==> src/rtl/tff_updown_counter.sv <==
// ---------------------------------------------------------------------------
// tff_updown_counter
//
// Synchronous WIDTH-bit up/down counter built as a row of T flip-flop cells.
// Each cell toggles when its toggle enable is high; the enables come from
// the lower bits of the count and the direction, which gives a
// ripple-free synchronous counter. The counter can be cascaded by feeding
// tc of a lower stage into en of the next stage.
//
// Optional build macro:
//   TFF_COUNT_SAT_EN : when defined, the counter saturates at all-ones
//                      (counting up) and at zero (counting down) instead of
//                      wrapping. tc then means "sitting at the limit".
//
// Parameters:
//   WIDTH     counter width in bits (2..16)
//
// Ports:
//   clk       in   rising-edge clock
//   reset     in   asynchronous active-high reset, clears the count
//   en        in   count enable, one step per clock while high
//   up        in   direction, 1 = increment, 0 = decrement
//   load      in   synchronous parallel load, wins over en
//   load_val  in   value captured on load
//   q         out  current count (registered)
//   qbar      out  bitwise complement of q
//   tc        out  terminal count (combinational)
// ---------------------------------------------------------------------------
module tff_updown_counter #(
    parameter int WIDTH = 4
) (
    input  logic             clk,
    input  logic             reset,
    input  logic             en,
    input  logic             up,
    input  logic             load,
    input  logic [WIDTH-1:0] load_val,
    output logic [WIDTH-1:0] q,
    output logic [WIDTH-1:0] qbar,
    output logic             tc
);

    logic [WIDTH-1:0] count_q;
    logic [WIDTH-1:0] count_d;
    logic [WIDTH-1:0] toggle;
    logic             at_max;
    logic             at_min;
    logic             at_limit;
    logic             run_up;
    logic             run_dn;

    assign at_max   = &count_q;
    assign at_min   = ~|count_q;
    assign at_limit = up ? at_max : at_min;

    // Toggle enables: bit i flips when every lower bit is 1 (counting up)
    // or every lower bit is 0 (counting down). run_up/run_dn carry the
    // running AND of the lower bits along the chain.
    always_comb begin
        toggle = '0;
        run_up = 1'b1;
        run_dn = 1'b1;
        if (en) begin
            for (int i = 0; i < WIDTH; i++) begin
                toggle[i] = up ? run_up : run_dn;
                run_up    = run_up & count_q[i];
                run_dn    = run_dn & ~count_q[i];
            end
`ifdef TFF_COUNT_SAT_EN
            // At the limit in the current direction every cell holds.
            if (at_limit) begin
                toggle = '0;
            end
`endif
        end
    end

    always_comb begin
        count_d = count_q ^ toggle;
        if (load) begin
            count_d = load_val;
        end
    end

    always_ff @(posedge clk or posedge reset) begin
        if (reset) begin
            count_q <= '0;
        end else begin
            count_q <= count_d;
        end
    end

    assign q    = count_q;
    // Derived from the register directly so it reads all ones during reset.
    assign qbar = ~count_q;
    // Same equation in both modes: in wrap mode it flags the step before a
    // wrap, in saturating mode it flags that the counter is pinned.
    assign tc   = en & ~load & at_limit;

endmodule
==> config.mk <==
export PLATFORM = sky130hd
export DESIGN_NAME = tff_updown_counter
export DESIGN_NICKNAME = d
export VERILOG_FILES = /design/src/rtl/tff_updown_counter.sv
export SDC_FILE = /design/constraint.sdc
export NUM_CORES = 1
export LEC_CHECK = 0
export ABC_AREA = 1
export BUFFER_PORTS_ARGS = -buffer_cell sky130_fd_sc_hd__buf_2
export CORE_AREA = 10 10 47 49
export DETAILED_ROUTE_END_ITERATION = 8
export DIE_AREA = 0 0 57 59
export PLACE_DENSITY = 0.49
export SYNTH_ARGS = -nofsm -noshare
export SYNTH_HDL_FRONTEND = slang
export SYNTH_SLANG_ARGS = --single-unit
==> constraint.sdc <==
create_clock -name clk -period 1.9 [get_ports clk]
set_input_delay 0.285 -clock clk [delete_from_list [all_inputs] [get_ports clk]]
set_output_delay 0.285 -clock clk [all_outputs]
set_load 0.1 [all_outputs]
# Word level (Yosys, flattened, before mapping)
# Index checks and enable logic that the tools add are counted.
# W data, S select, Z words.
[op_classes]
mux = 6
n_bitwise = 12
reduce_logical = 3
[op_table]
columns = ["cell", "n"]
rows = [
  ["$mux W4", 2],
  ["$and A1 B1 Y1", 6],
  ["$mux W1", 4],
  ["$not A1 Y1", 4],
  ["$not A4 Y4", 1],
  ["$reduce_and A4 Y1", 1],
  ["$reduce_or A4 Y1", 1],
  ["$xor A4 B4 Y4", 1],
  ["$logic_not A1 Y1", 1],
]
[word_totals]
register_bits = 4
inputBits = 9
out_inout_bits = 9
wordCells = 22

# Logic depth before layout (Yosys ltp)
[logic_depth]
word_depth = 7
mapped_depth = 8
mapped_depth_nobuf = 8

# Worst setup path after synthesis
# OpenSTA, ideal clock, no wires.
[synth_timing]
kind = "reg-to-output"
from = "register count_q[0], in the netlist q[0]"
to = "output port tc"
arrival_ns = 3.705
required_ns = 1.615
path_slack_ns = -2.090
path_stages_with_launch = 6
n_path_buf = 1
cell_sequence = "dfrtp_1 buf_4 nand3_1 nand2_1 nand3_2 a211oi_1"
[synth_between]
elab_chain_len = 4
elab_cells_between_ends = 5
classes_between = "mux: 1; bitwise: 1; reduce/logical: 3"
[synth_rtl]
columns = ["element", "line_no", "source"]
rows = [
  ["start: declaration", "43", "logic [WIDTH-1:0] count_q;"],
  ["start signal: assignment", "89", "count_q <= count_d;"],
  ["$reduce_or A4 Y1", "53", "assign at_min = ~|count_q;"],
  ["$logic_not A1 Y1", "53", ""],
  ["$mux W1 (*)", "54", "assign at_limit = up ? at_max : at_min;"],
  ["$and A1 B1 Y1 (*)", "98", "assign tc = en & ~load & at_limit;"],
  ["end: declaration", "40", "output logic tc"],
]
# Mark *: on every way between the ends. The rest lies on a longest branch, timed or not.

# Worst setup path in the final report
# Ends and elaborated chain as after synthesis.

==> impl_metrics.env <==
export IMPL_outcome="completed"
export IMPL_setup_tns_final_ns=0
export IMPL_clk_latency_ns=0.23
export IMPL_syn_inst=47
export IMPL_ys_ff_latch=4
export IMPL_synthDistinctLibCells=16
export IMPL_min_period_ns=1.79
export IMPL_antenna_found_initial=0
export IMPL_wl_per_cell_um=10.8
export IMPL_clock_path_buffers=2
export IMPL_drive_above_1_share=0.507
export IMPL_drc=0
export IMPL_post_route_period_util=0.944
export IMPL_crit_family="flip-flops"
export IMPL_ys_seq_area_frac=0.325
export IMPL_dieHeight_um=59
export IMPL_vias=345
export IMPL_layout_common_cells="buf_2, nand2_1, inv_1, nand3_1, nor2_1"
export IMPL_crit_path_end_kind="primary output"
export IMPL_cts_tree="built"
export IMPL_syn_nets=56
export IMPL_numCtsBuffers=3
export IMPL_ir_drop_uv=431
export IMPL_largest_reg_flops=4
export IMPL_rows=14
export IMPL_grt_remaining_overflow=0
export IMPL_grt_pass1_wl_um=1570
export IMPL_p_leak_nw=0.247
export IMPL_required_ns=1.62
export IMPL_grt_pass1_vias=391
export IMPL_rsz0062_at_grt="no"
export IMPL_critPathLaunchType="register"
export IMPL_cts_sinks=4
export IMPL_path_max_fanout=8
export IMPL_final_setup_viol_count=0
export IMPL_maxSlewViolCount=0
export IMPL_path_buf_inv=1
export IMPL_fin_cells=83
export IMPL_avgSynthCellArea_um2=6.55
export IMPL_post_cts_buffers=0
export IMPL_critPathKind="register to primary output"
export IMPL_slowest_stage="dfrtp_4"
export IMPL_max_freq_mhz=558
export IMPL_ios=18
export IMPL_worst_ep_arrival_time_ns=1.51
export IMPL_start_util=0.220
export IMPL_hold_violations=0
export IMPL_grt_max_degree=9
export IMPL_clock_skew_ns=0.00203
export IMPL_die_area_mm2=0.00336
export IMPL_hold_class="input port to register"
export IMPL_num_antenna_cells=0
export IMPL_root_buffer="clkbuf_4"
export IMPL_drv_cap=0
export IMPL_worst_pin_slew_ns=0.495
export IMPL_fin_ws_ns=0.107
export IMPL_path_cells="o21ai_4, nand3_2, a211oi_4, buf_12"
export IMPL_area_delta_synth_final_pct=58.5
export IMPL_power_density_mw_per_mm2=980
export IMPL_die_w_um=57
export IMPL_syn_cell_area_um2=308
export IMPL_maxSlewHeadroom=0.672
export IMPL_placed_cells=79
export IMPL_coreArea_mm2=0.00140
export IMPL_power_total_mw=0.478
export IMPL_gp_congestion=0.656
export IMPL_dp_slack_ns=0.347
export IMPL_first_pass_iters=4
export IMPL_drt_antenna_violating_nets=0
export IMPL_path_clk_slew_ns=0.04
export IMPL_final_common_cell="buf_2"
export IMPL_yosys_warnings=0
export IMPL_wl_um=895
export IMPL_vias_per_cell=4.16
export IMPL_critPathMaxStageDelay_ns=0.52
export IMPL_numPortBuffers=17
export IMPL_place_hpwl_um=783
export IMPL_htree_levels=1
export IMPL_drt_initial_drc_count=2
export IMPL_grtUsageTotal=0.0583
export IMPL_fin_nets=78
area by class of cell:
class	instances	area, um^2
clock buffer	3	22.5
inverter	8	30.0
timing repair buffer	18	110
fill	153	913
tap	16	20.0
sequential	4	108
multi-input combinational	34	198
tightest hold or removal path, stage by stage:
cell     delay, ns
buf_2         0.07
nand2_1       0.04
nand2_1       0.05
through the flow:
step                area, um^2  hold WS, ns   util
floorplan                  347       0.0509      -
global placement           455        0.177  0.325
detailed placement         455        0.176  0.325
CTS                        488        0.249  0.348
global route               488        0.266  0.348
finish                     488        0.255  0.348
per-layer routing:
layer	routed length, um	global-route usage	up-vias
met1	413	0.0581	142
met4	10	0.0503	0
met5	0	0	-
li1	-	-	190
met2	417	0.0946	11
met3	53	0.0215	2
synth_stat cells:
| cell | count | area (um^2) |
|---|---|---|
| nand2_1 | 12 | 45.0 |
| inv_1 | 5 | 18.8 |
| o21ai_2 | 1 | 8.76 |
| nor2_1 | 4 | 15.0 |
| o21ai_1 | 1 | 5.00 |
| nand4_1 | 2 | 12.5 |
| buf_4 | 1 | 7.51 |
| dfrtp_1 | 4 | 100 |
| o21ai_0 | 1 | 5.00 |
| inv_2 | 3 | 11.3 |
| nand2_2 | 2 | 12.5 |
| nand3_2 | 1 | 10.0 |
| a211oi_1 | 1 | 7.51 |
| nand3_1 | 6 | 30.0 |
| xnor2_1 | 1 | 8.76 |
| a21oi_1 | 2 | 10.0 |
logic make-up (layout without fill, tap and decap cells):
group                  Yosys count  count (layout)  share of synthesized area
AO/OA/AOI/OAI                    6               6                      0.118
XOR/XNOR                         1               1                     0.0285
buffers and inverters            9              29                      0.122
flip-flops                       4               4                      0.325
AND/OR/NAND/NOR                 27              27                      0.406
power breakdown:
| part | leakage [nW] | internal (mW) | switching (mW) |
|---|---|---|---|
| registers | 0.0432 | 0.0991 | 0.0220 |
| logic | 0.190 | 0.0472 | 0.206 |
| clock network | 0.0138 | 0.0706 | 0.0332 |
| total | 0.247 | 0.217 | 0.261 |
worst paths after layout:
| kind | slack [ns] | endpoint | from | cells past startpoint |
|---|---|---|---|---|
| max | 0.11 | tc | q[0]$_DFF_PP0_ | 4 |
| min | 0.25 | q[2]$_DFF_PP0_ | load_val[2] | 3 |
| max reg2reg | 0.81 | q[3]$_DFF_PP0_ | q[0]$_DFF_PP0_ | 6 |
| min reg2reg | 0.67 | q[3]$_DFF_PP0_ | q[3]$_DFF_PP0_ | 3 |
| max in group asynchronous | 1.26 | q[0]$_DFF_PP0_ | reset | 3 |
| min in group asynchronous | 0.47 | q[0]$_DFF_PP0_ | reset | 3 |
what timing repair did:
item	in CTS	in global routing
resized for setup	0	0
endpoints found under the hold margin	4	0
hold buffers	1	0
(Power assumes the default switching activity.)
